[src/rtl/arm_pipelined_hazard_controller.sv]
// Hazard scheduler for the 5-stage ARM pipeline: E-stage forwarding, stall/flush control, data-memory wait FSM.
// Optional stall-cycle counter enabled by defining HAZARD_PERF_COUNT_EN.
module arm_pipelined_hazard_controller #(
    parameter int RegAddrWidth  = 4,
    parameter int TimeoutCycles = 255,
    parameter int CountWidth    = 8
) (
    input  logic                    i_CLK,
    input  logic                    i_RESET,
    input  logic [RegAddrWidth-1:0] i_RA1D,
    input  logic [RegAddrWidth-1:0] i_RA2D,
    input  logic [RegAddrWidth-1:0] i_RA1E,
    input  logic [RegAddrWidth-1:0] i_RA2E,
    input  logic [RegAddrWidth-1:0] i_WA3E,
    input  logic [RegAddrWidth-1:0] i_WA3M,
    input  logic [RegAddrWidth-1:0] i_WA3W,
    input  logic                    i_RegWriteE,
    input  logic                    i_RegWriteM,
    input  logic                    i_RegWriteW,
    input  logic                    i_MemtoRegE,
    input  logic                    i_BranchTakenE,
    input  logic                    i_MemReqM,
    input  logic                    i_MemReadyM,
    output logic [1:0]              o_ForwardAE,
    output logic [1:0]              o_ForwardBE,
    output logic                    o_StallF,
    output logic                    o_StallD,
    output logic                    o_StallE,
    output logic                    o_StallM,
    output logic                    o_FlushD,
    output logic                    o_FlushE,
    output logic                    o_MemBusy,
    output logic                    o_MemTimeout,
    output logic [15:0]             o_StallCycles
);

    // State | meaning
    // IDLE  | no outstanding slow memory access
    // WAIT  | M-stage access pending, pipeline frozen, counting toward timeout
    // ERR   | access timed out; pipeline frozen until reset
    typedef enum logic [1:0] {IDLE, WAIT, ERR} state_t;

    localparam logic [RegAddrWidth-1:0] PcReg = '1;

    state_t                state;
    logic [CountWidth-1:0] count;
    logic                  timeout;
    logic                  mem_stall;
    logic                  load_use;
    logic                  any_stall;

    // The E-stage write enable is not needed: a load in E always implies a pending write.
    logic unused_regwrite_e;
    assign unused_regwrite_e = i_RegWriteE;

    always_ff @(posedge i_CLK or posedge i_RESET) begin
        if (i_RESET) begin
            state   <= IDLE;
            count   <= '0;
            timeout <= 1'b0;
        end else begin
            case (state)
                IDLE: begin
                    if (i_MemReqM && !i_MemReadyM) begin
                        state <= WAIT;
                        count <= CountWidth'(1);
                    end
                end
                WAIT: begin
                    if (i_MemReadyM) begin
                        state <= IDLE;
                        count <= '0;
                    end else if (count == CountWidth'(TimeoutCycles)) begin
                        state   <= ERR;
                        timeout <= 1'b1;
                    end else begin
                        count <= count + CountWidth'(1);
                    end
                end
                ERR:     state <= ERR;
                default: state <= IDLE;
            endcase
        end
    end

    function automatic logic [1:0] fwd_sel(input logic [RegAddrWidth-1:0] ra);
        if (ra == PcReg)                      return 2'b00;
        else if (i_RegWriteM && i_WA3M == ra) return 2'b10;
        else if (i_RegWriteW && i_WA3W == ra) return 2'b01;
        else                                  return 2'b00;
    endfunction

    always_comb begin
        mem_stall = (state == WAIT) || (state == ERR) ||
                    (state == IDLE && i_MemReqM && !i_MemReadyM);
        load_use  = i_MemtoRegE &&
                    ((i_WA3E == i_RA1D && i_RA1D != PcReg) ||
                     (i_WA3E == i_RA2D && i_RA2D != PcReg));

        o_ForwardAE = 2'b00;
        o_ForwardBE = 2'b00;
        o_StallF    = 1'b0;
        o_StallD    = 1'b0;
        o_StallE    = 1'b0;
        o_StallM    = 1'b0;
        o_FlushD    = 1'b1;
        o_FlushE    = 1'b1;
        o_MemBusy   = 1'b0;
        // Reset forces a bubble everywhere, even before the first clock edge.
        if (!i_RESET) begin
            o_ForwardAE = fwd_sel(i_RA1E);
            o_ForwardBE = fwd_sel(i_RA2E);
            o_StallF    = mem_stall || (load_use && !i_BranchTakenE);
            o_StallD    = o_StallF;
            o_StallE    = mem_stall;
            o_StallM    = mem_stall;
            o_FlushD    = !mem_stall && i_BranchTakenE;
            o_FlushE    = !mem_stall && (i_BranchTakenE || load_use);
            o_MemBusy   = (state == WAIT);
        end
    end

    assign o_MemTimeout = timeout;
    assign any_stall    = o_StallF || o_StallD || o_StallE || o_StallM;

`ifdef HAZARD_PERF_COUNT_EN
    logic [15:0] stall_cycles;

    always_ff @(posedge i_CLK or posedge i_RESET) begin
        if (i_RESET)
            stall_cycles <= 16'h0000;
        else if (any_stall && stall_cycles != 16'hFFFF)
            stall_cycles <= stall_cycles + 16'h0001;
    end

    assign o_StallCycles = stall_cycles;
`else
    logic unused_any_stall;
    assign unused_any_stall = any_stall;
    assign o_StallCycles    = 16'h0000;
`endif

endmodule

[config.mk]
export PLATFORM = sky130hd
export DESIGN_NAME = arm_pipelined_hazard_controller
export DESIGN_NICKNAME = d
export VERILOG_FILES = /design/src/rtl/arm_pipelined_hazard_controller.sv
export SDC_FILE = /design/constraint.sdc
export NUM_CORES = 1
export LEC_CHECK = 0
export BUFFER_PORTS_ARGS = -buffer_cell sky130_fd_sc_hd__buf_4
export CAP_MARGIN = 30
export CORE_MARGIN = 4
export CORE_UTILIZATION = 45
export CTS_CLUSTER_DIAMETER = 50
export DETAILED_ROUTE_END_ITERATION = 7
export PLACE_DENSITY = 0.84
export SLEW_MARGIN = 20
export SYNTH_ARGS = -nofsm -noshare
export SYNTH_HDL_FRONTEND = slang
export SYNTH_SLANG_ARGS = --single-unit
[constraint.sdc]
create_clock -name i_CLK -period 2.2 [get_ports i_CLK]
set_clock_uncertainty 0.15 [all_clocks]
set_input_delay 0.11 -clock i_CLK [delete_from_list [all_inputs] [get_ports i_CLK]]
set_output_delay 0.11 -clock i_CLK [all_outputs]
set_load 0.03 [all_outputs]
==> out/results.txt <==
Final Cell Area = 0.00166 mm²
DR pass1 iterations = 5
Synth top area share = 22.3%
max-slew violations = 0
Iteration-0 DRC Markers = 40
R2R depth = 6
Cells after DPL = 228
vias = 1239
WL final = 2970 µm
HPWL Detailed = 2370 µm
vias per std cell = 5.16
FF+latch count, synth = 11
grt total ovfl = 0
H-tree depth = 1
CP endpoint kind = output port
Synth Flop Type = dfrtp_1
Hold EP = state[1]
yosys warns = 0
Layout area overhead = 34.5%
Die Y = 60.3 µm
CP max FO = 5
final net count = 252
GP Congestion = 0.776
drt drc = 0
Post-synth top cells = buf_4, nand2_1, xor2_1, dfrtp_1, nand3_1
area of placed instances = 0.00154 mm²
Post-Synthesis Cells = 155
hold depth = 4
hold violation total from the final report = 0
most instantiated library cell after synthesis = buf_4
Fin Setup TNS = 0 ns
Fin Hold WS = 0.212 ns
vias in the first global route = 1088
first-pass GRT wire length = 4740 µm
top cells by area, synth = dfrtp_1, buf_4, xor2_1
per-cell routed wire length = 12.4 µm
Final period util = 96.8%
CTS tree = done
Worst R2R Setup Slack = 0.33 ns
hold path start = i_MemReqM
core area = 0.00254 mm²
DIE AREA = 0.00364 mm²
CTS root buf = clkbuf_4
CTS Sinks = 11
max-cap viol count = 0
initial core utilization = 48.4%
fin crit period = 2.13 ns
Cell Rows = 18
largest net degree at the start of global routing = 14
worst reg2reg path startpoint = state[1]
gr usage total = 16.6%
# IOs = 65
Worst Setup Start Kind = flip-flop
unique cell type count in the Yosys netlist = 39
layout cell share with drive strength beyond 1 = 31.4%
R2R Path End = count[3]
Clock Pin Slew Worst Setup and Hold Paths = 0.07 ns
worst endpoint required time = 1.94 ns
WP data arrival = 1.87 ns
clock latency on the worst-skew pair = 0.27 ns
final setup vio count = 0
Fmax = 470 MHz
antenna cells = 0
die width = 60.3 µm
CTS Buf Count = 3
initial antenna violation count = 0
PD cells = 711 mW/mm²
Max rail drop VDD = 0.000666 V
final non-filler cell total = 240
status = finished, final reports clean
Post-synth EDFFs = 0
Mapped Area = 0.00123 mm²
Setup CP Type = flip-flop to output port
Yosys top cell by area = dfrtp_1
syn avg cell area = 7.95 µm²
CTS Buffer Depth = 2
Async SR Flop Fraction = 100%
Port Buffers = 47
Hold Path Class = input pin to flip-flop
post-route ant nets = 0
leak pwr = 0.823 nW
register area share after synthesis = 22.3%
==> routing by layer <==
layer | wire, µm | global-route usage, % | vias to the layer above
li1 | - | - | 619
met1 | 1250 | 22.3 | 571
met2 | 1470 | 28.4 | 49
met3 | 240 | 3.83 | 0
met4 | 0 | 0.949 | 0
met5 | 0 | 0 | -
==> state kept, by name, indices dropped and copies added, names as in the netlist <==
name and count:
count 8, o_MemTimeout 1, state 2
==> critical path, stage by stage, from the launching register on <==
cell,delay (ns)
dfrtp_1,0.40
inv_2,0.12
ha_4,0.16
nand3b_1,0.15
nor2b_4,0.18
a21o_1,0.19
o21ba_2,0.26
buf_6,0.13
==> cell families (layout without fill, tap and decap cells) <==
group,count (synthesis),after routing,share of synthesized area (%)
and+or+nand+nor,56,56,24.0
AOI/OAI and AO/OA,33,33,17.8
buffers and inverters,26,66,13.8
xor gates and xnor gates,21,21,14.9
DFF,11,11,22.3
adders and majority gates,4,4,4.06
muxes,3,3,2.84
other,1,16,0.304
==> cell usage in the layout (no fill, tap or decap), types with 4 or more instances in the layout <==
cell type  netlist  routed
nand2_1         12      12
nor2_1           8       8
conb_1           1      16
xor2_1          12      12
o21ai_0          7       7
nand2b_1         4       4
a21o_1           4       4
buf_4           19      52
inv_1            6       4
a21oi_1          8       8
nand3_1         10      10
xnor2_1          9       9
dfrtp_1         11      11
==> final cells by class <==
class / instances / area, µm²
repair buffers: 56 / 433
fillers: 224 / 887
inverters: 6 / 22.5
well taps: 30 / 37.5
clock buffers: 4 / 26.3
flip-flops and latches: 11 / 275
multi-input cells: 133 / 863
==> metrics by stage <==
stage	utilization, %	power (mW)	setup slack, ns
CTS	62.8	1.11	0.0176
global placement	60.5	0.928	0.282
floorplan	-	0.779	0.0660
detailed placement	60.5	0.934	0.221
finish	65.1	1.18	0.0702
global route	65.1	1.28	-0.0147
==> worst max path at each step <==
stage	depth (start not counted)	from	end	slack, ns
after floorplan	7	state[1]	o_StallF	0.07
after global placement	7	state[1]	o_StallD	0.28
after detailed placement	7	state[1]	o_StallF	0.22
after CTS	7	state[0]	o_StallF	0.02
after global routing	7	state[1]	o_StallF	-0.01
final	7	state[1]	o_StallD	0.07
==> where the power goes <==
group          switching [mW]  total (mW)  internal, mW  leakage, nW
clock network          0.0734       0.144        0.0703       0.0150
logic                   0.390       0.737         0.347        0.661
registers              0.0537       0.298         0.244        0.147
==> what timing repair did <==
| action | in CTS | in global routing |
|---|---|---|
| endpoints found under the hold margin | 12 | 0 |
| endpoints found under the setup margin | 3 | 3 |
| buffers inserted | 0 | 6 |
| gates resized for setup | 4 | 4 |
| hold buffers | 2 | 0 |
| pin swaps | 1 | 2 |
(Power assumes the default switching activity.)
